$ cat src/rtl/tcgrom_arbiter.sv
// Round-robin arbiter sharing the tcgrom among glyph requesters, with optional burst lock.
// Define TCGROM_ARB_STATS_EN to add the max_wait starvation statistic output.
module tcgrom_arbiter #(
  parameter int unsigned NUM_REQ     = 4,
  parameter int unsigned ADDR_W      = 9,
  parameter int unsigned DATA_W      = 8,
  parameter int unsigned ROM_LATENCY = 1,
  parameter int unsigned MAX_BURST   = 16
) (
  input  logic                      clk,
  input  logic                      reset,
  input  logic [NUM_REQ-1:0]        req,
  input  logic [NUM_REQ-1:0]        lock,
  input  logic [NUM_REQ*ADDR_W-1:0] req_addr,
  output logic [NUM_REQ-1:0]        gnt,
  output logic                      rom_en,
  output logic [ADDR_W-1:0]         rom_addr,
  input  logic [DATA_W-1:0]         rom_data,
  output logic [NUM_REQ-1:0]        rd_valid,
  output logic [DATA_W-1:0]         rd_data,
`ifdef TCGROM_ARB_STATS_EN
  output logic [7:0]                max_wait,
`endif
  output logic                      busy
);

  localparam int unsigned IDX_W = $clog2(NUM_REQ);

  typedef logic [IDX_W-1:0] idx_t;
  typedef enum logic [0:0] {StArb, StLocked} state_e;

  state_e              state_q;
  idx_t                ptr_q;
  idx_t                owner_q;
  logic [7:0]          burst_q;
  logic                rom_en_q;
  logic [ADDR_W-1:0]   rom_addr_q;
  logic [DATA_W-1:0]   rd_data_q;
  // One-hot requester tag per stage; stage 0 lines up with rom_en.
  logic [NUM_REQ-1:0]  tag_q [ROM_LATENCY+1];

  logic                rr_found;
  idx_t                rr_idx;
  logic [IDX_W:0]      cand;
  logic                win_vld;
  idx_t                win_idx;
  logic [ADDR_W-1:0]   win_addr;
  logic [7:0]          burst_inc;

  function automatic idx_t inc_idx(input idx_t i);
    return (i == idx_t'(NUM_REQ - 1)) ? '0 : idx_t'(i + 1'b1);
  endfunction

  // Search starts at the pointer and wraps modulo NUM_REQ.
  always_comb begin
    rr_found = 1'b0;
    rr_idx   = ptr_q;
    cand     = '0;
    for (int unsigned k = 0; k < NUM_REQ; k++) begin
      cand = {1'b0, ptr_q} + (IDX_W+1)'(k);
      if (cand >= (IDX_W+1)'(NUM_REQ)) begin
        cand = cand - (IDX_W+1)'(NUM_REQ);
      end
      if (!rr_found && req[cand[IDX_W-1:0]]) begin
        rr_found = 1'b1;
        rr_idx   = cand[IDX_W-1:0];
      end
    end
  end

  always_comb begin
    win_idx = rr_idx;
    win_vld = rr_found;
    if (state_q == StLocked) begin
      win_idx = owner_q;
      win_vld = req[owner_q];
    end
    win_vld = win_vld && !reset;
    gnt = '0;
    if (win_vld) begin
      gnt[win_idx] = 1'b1;
    end
  end

  assign win_addr  = req_addr[win_idx*ADDR_W +: ADDR_W];
  assign burst_inc = burst_q + 8'd1;

  always_ff @(posedge clk) begin
    if (reset) begin
      state_q    <= StArb;
      ptr_q      <= '0;
      owner_q    <= '0;
      burst_q    <= '0;
      rom_en_q   <= 1'b0;
      rom_addr_q <= '0;
      rd_data_q  <= '0;
      for (int unsigned s = 0; s <= ROM_LATENCY; s++) begin
        tag_q[s] <= '0;
      end
    end else begin
      rom_en_q <= win_vld;
      if (win_vld) begin
        rom_addr_q <= win_addr;
      end
      tag_q[0] <= gnt;
      for (int unsigned s = 1; s <= ROM_LATENCY; s++) begin
        tag_q[s] <= tag_q[s-1];
      end
      // rom_data is valid in the cycle the tag reaches stage ROM_LATENCY-1.
      if (|tag_q[ROM_LATENCY-1]) begin
        rd_data_q <= rom_data;
      end
      unique case (state_q)
        StArb: begin
          if (win_vld) begin
            ptr_q <= inc_idx(win_idx);
            if (lock[win_idx]) begin
              state_q <= StLocked;
              owner_q <= win_idx;
              burst_q <= 8'd1;
            end
          end
        end
        StLocked: begin
          if (win_vld) begin
            burst_q <= burst_inc;
          end
          // A grant taken with lock low is the last one of the burst.
          if (!win_vld || !lock[owner_q] || burst_inc == 8'(MAX_BURST)) begin
            state_q <= StArb;
            ptr_q   <= inc_idx(owner_q);
            burst_q <= '0;
          end
        end
      endcase
    end
  end

  always_comb begin
    busy = rom_en_q;
    for (int unsigned s = 0; s <= ROM_LATENCY; s++) begin
      busy = busy | (|tag_q[s]);
    end
  end

  assign rom_en   = rom_en_q;
  assign rom_addr = rom_addr_q;
  assign rd_valid = tag_q[ROM_LATENCY];
  assign rd_data  = rd_data_q;

`ifdef TCGROM_ARB_STATS_EN
  logic [7:0] wait_q [NUM_REQ];
  logic [7:0] wait_d [NUM_REQ];
  logic [7:0] max_q;
  logic [7:0] max_d;

  always_comb begin
    max_d = max_q;
    for (int unsigned i = 0; i < NUM_REQ; i++) begin
      if (!req[i] || gnt[i]) begin
        wait_d[i] = '0;
      end else if (wait_q[i] == 8'hff) begin
        wait_d[i] = 8'hff;
      end else begin
        wait_d[i] = wait_q[i] + 8'd1;
      end
      if (wait_d[i] > max_d) begin
        max_d = wait_d[i];
      end
    end
  end

  always_ff @(posedge clk) begin
    if (reset) begin
      for (int unsigned i = 0; i < NUM_REQ; i++) begin
        wait_q[i] <= '0;
      end
      max_q <= '0;
    end else begin
      wait_q <= wait_d;
      max_q  <= max_d;
    end
  end

  assign max_wait = max_q;
`endif

endmodule

$ cat config.mk
export PLATFORM = sky130hd
export DESIGN_NAME = tcgrom_arbiter
export DESIGN_NICKNAME = d
export VERILOG_FILES = /design/src/rtl/tcgrom_arbiter.sv
export SDC_FILE = /design/constraint.sdc
export NUM_CORES = 1
export LEC_CHECK = 0
export ABC_AREA = 1
export CORE_ASPECT_RATIO = 0.7
export CORE_UTILIZATION = 35
export DETAILED_ROUTE_END_ITERATION = 12
export PLACE_DENSITY = 0.77
export RECOVER_POWER = 100
export SYNTH_ARGS = -nofsm -noshare
export SYNTH_HDL_FRONTEND = slang
export SYNTH_SLANG_ARGS = --single-unit
$ cat constraint.sdc
create_clock -name clk -period 2 [get_ports clk]
set_clock_uncertainty 0.05 [all_clocks]
set_input_delay 0.2 -clock clk [delete_from_list [all_inputs] [get_ports clk]]
set_output_delay 0.2 -clock clk [all_outputs]
set_load 0.005 [all_outputs]
==> run summary <==
* Synth Area per Inst: 6.60 µm²
* leakage power total: 0.00181 µW
* Antenna Diode Count: 0
* Routed WL per cell: 13.9 µm
* clock sink count: 39
* number of vias per cell after detailed routing: 4.89
* Ys Warns: 0
* count of cells along the worst register-to-register path: 20
* headroom to the max-slew limit: 65.0%
* critical path arrival: 2.37 ns
* Tightest Pin Transition: 0.521 ns
* Detailed Route Iter0 Violations: 134
* Die ar.: 7280 µm²
* proportion of layout cells with a drive suffix above 1: 30.7%
* ys flop type: sky130_fd_sc_hd__dfxtp_1
* Chip Width: 102 µm
* number of clock buffers inserted by TritonCTS: 5
* CTS tree: yes
* library cell used as clock root buffer: sky130_fd_sc_hd__clkbuf_8
* Final Slew Violations: 0
* clock slew at the register clock pins of the worst setup and hold paths: 0.08 ns
* fraction of the cycle the final worst path needs: 131%
* Final min period: 2.62 ns
* synthesized netlist cell count: 368
* failing checks: negative setup slack
* DR vias: 2864
* worst-skew pair later-pin latency: 0.30 ns
* maximum count of clock buffers along a single path: 2
* number of enable-type register cells in the synthesized netlist: 0
* share of synthesized registers carrying an async set or reset: 0%
* startpoint type of the worst setup path: flip-flop
* Placeable Area: 6460 µm²
* total routed wirelength: 8150 µm
* total global-route track usage: 21.4%
* power density relative to cell area: 1830 nW/µm²
* Yosys cell types: 36
* final core utilization: 63.6%
* sequential element share of the synthesized area: 32.1%
* H-tree Lvls: 2
* via count of the first global-routing pass: 2654
* FF-to-FF Start: ptr_q[0]
* worst-case vdd ir drop: 0.877 mV
* Max-Cap Viols: 0
* number of nets in the synthesized netlist: 428
* critical path start-end classification: flip-flop to primary output
* most used cells in the layout excluding fill and tap cells: sky130_fd_sc_hd__nand2_1 (65), sky130_fd_sc_hd__clkdlybuf4s50_1 (53), sky130_fd_sc_hd__nor2_1 (50)
* detailed-router iteration count before antenna repair: 4
* setup repair after global routing missed its margin: yes
* Worst Setup End Kind: primary output
* height of the chip: 71.7 µm
* cell depth of the worst min-delay path: 2
* cell area after synthesis: 2430 µm²
* fin worst setup slack: -0.617 ns
* Max FO, Critical Path: 6
* largest net degree at the start of global routing: 19
* outcome: finished, violations left
* hold wc startpoint: tag_q[0][3]
* post-synthesis register bit count: 39
* port bufs: 80
* wire length of the first global-routing pass: 12200 µm
* I/O Pins: 81
* DRC: 0
* critical register-to-register path endpoint: burst_q[7]
* net count reported at finish: 554
* most common cell after layout, fill and taps aside: sky130_fd_sc_hd__nand2_1
* number of nets with antenna violations after routing: 0
* final hold violation count: 0
* starting density of the core: 37.6%
* kind of path behind the tightest hold check: flip-flop to flip-flop
* total grt overflow: 0
* fmax: 0.382 GHz
* antenna violations before repair: 0
* global placer's final weighted congestion: 0.908
* signed area change from the synthesized netlist to the final layout: 68.9%
* estimated wirelength of the detail-placed design: 5260 µm
* hold path endpoint: tag_q[0][7]
* slack of the worst reg-to-reg path: -0.47 ns
* worst hold slack: 0.373 ns
* number of endpoints failing setup at the final stage: 30
* beginning of the critical path: ptr_q[0]
* cell row count: 24
* WP data required: 1.75 ns
[sequential cells by signal, summed over array words and instances, names as in the netlist]
name	count
state_q	1
burst_q	8
rom_en	1
rom_addr	9
tag_q	8
owner_q	2
ptr_q	2
rd_data	8
[routing by layer]
layer / global-route usage, % / vias to the layer above / wire length (µm)
met5: 0 / - / 0
li1: - / 1425 / -
met1: 26.3 / 1301 / 3350
met3: 5.76 / 23 / 639
met2: 36.8 / 115 / 3940
met4: 6.28 / 0 / 222
[metrics by stage]
step | setup TNS (ns) | cells | worst slack (ns) | instance area [µm²] | power, µW
after floorplan | -0.0306 | 368 | -0.0306 | 2440 | 3580
after global routing | -14.28 | 586 | -0.666 | 4110 | 8000
after detailed placement | -12.91 | 555 | -0.749 | 3490 | 5060
after CTS | -6.57 | 581 | -0.410 | 3920 | 6710
final | -11.65 | 586 | -0.617 | 4110 | 7500
after global placement | -10.99 | 555 | -0.707 | 3490 | 4950
[final cells by class]
class / count / area, µm²
Fill cell: 501 / 2350
Multi-Input combinational cell: 273 / 1670
Timing Repair Buffer: 136 / 1290
Sequential cell: 39 / 788
Inverter: 39 / 161
Tap cell: 91 / 114
Clock buffer: 7 / 76.3
Clock inverter: 1 / 5.00
[logic make-up (layout without fill, tap and decap cells)]
family | count (synthesis) | after routing | share of synthesized area (%)
AO/OA/AOI/OAI | 54 | 54 | 13.0
adder cells (fa/ha/maj) | 6 | 6 | 3.09
XOR/XNOR | 5 | 5 | 1.80
buffers and inverters | 56 | 183 | 10.7
flip-flops | 39 | 39 | 32.1
AND/OR/NAND/NOR | 208 | 208 | 39.3
[report_power, final]
part	internal [µW]	switching (µW)	leakage, µW
clock	245	280	0.0000422
combinational	2770	3010	0.00145
sequential	1040	163	0.000323
[cell usage after synthesis (2+ instances only)]
library cell	n	area share [%]
sky130_fd_sc_hd__o21ai_0	24	4.9
sky130_fd_sc_hd__buf_6	3	1.4
sky130_fd_sc_hd__xor2_1	4	1.4
sky130_fd_sc_hd__buf_2	4	0.82
sky130_fd_sc_hd__a31oi_1	5	1.3
sky130_fd_sc_hd__or2_0	7	1.8
sky130_fd_sc_hd__inv_1	34	5.3
sky130_fd_sc_hd__ha_1	6	3.1
sky130_fd_sc_hd__nand2_4	3	1.4
sky130_fd_sc_hd__dfxtp_1	39	32
sky130_fd_sc_hd__buf_4	5	1.5
sky130_fd_sc_hd__buf_1	2	0.31
sky130_fd_sc_hd__clkbuf_1	3	0.46
sky130_fd_sc_hd__o21ai_1	4	0.82
sky130_fd_sc_hd__nor2_1	58	9.0
sky130_fd_sc_hd__a21oi_1	13	2.7
sky130_fd_sc_hd__nand2_1	90	14
sky130_fd_sc_hd__nand2_2	10	2.6
sky130_fd_sc_hd__nor4_1	2	0.51
sky130_fd_sc_hd__inv_2	3	0.46
sky130_fd_sc_hd__nand3_1	25	5.1
sky130_fd_sc_hd__o211ai_2	4	2.1
sky130_fd_sc_hd__nand4_1	5	1.3
sky130_fd_sc_hd__nand3_2	3	1.2
[worst max-delay path by stage]
stage                     endpoint  depth (start not counted)
final                       gnt[0]                         15
after CTS                   gnt[3]                         17
after global routing        gnt[0]                         15
after global placement      gnt[3]                         17
after detailed placement    gnt[3]                         17
after floorplan           ptr_q[1]                         18
[timing repair]
action,in CTS,in global routing
resized for setup,78,43
buffers inserted,19,7
hold buffers,0,0
endpoints found under the setup margin,29,30
pin swaps,30,25
[critical path, stage by stage, from the launching register on]
cell                      delay (ns)
sky130_fd_sc_hd__dfxtp_4        0.39
sky130_fd_sc_hd__buf_6          0.14
sky130_fd_sc_hd__nand2_2        0.06
sky130_fd_sc_hd__nand2_2        0.06
sky130_fd_sc_hd__nand2_2        0.08
sky130_fd_sc_hd__nand2_4        0.09
sky130_fd_sc_hd__nor2_8         0.14
sky130_fd_sc_hd__buf_6          0.11
sky130_fd_sc_hd__nand4_1        0.19
sky130_fd_sc_hd__nand2_4        0.17
sky130_fd_sc_hd__nand2_2        0.08
sky130_fd_sc_hd__nand2_2        0.09
sky130_fd_sc_hd__ha_2           0.17
sky130_fd_sc_hd__inv_1          0.06
sky130_fd_sc_hd__nor2_1         0.11
sky130_fd_sc_hd__buf_2          0.13
Note: power is estimated with default switching activity, not from simulation.
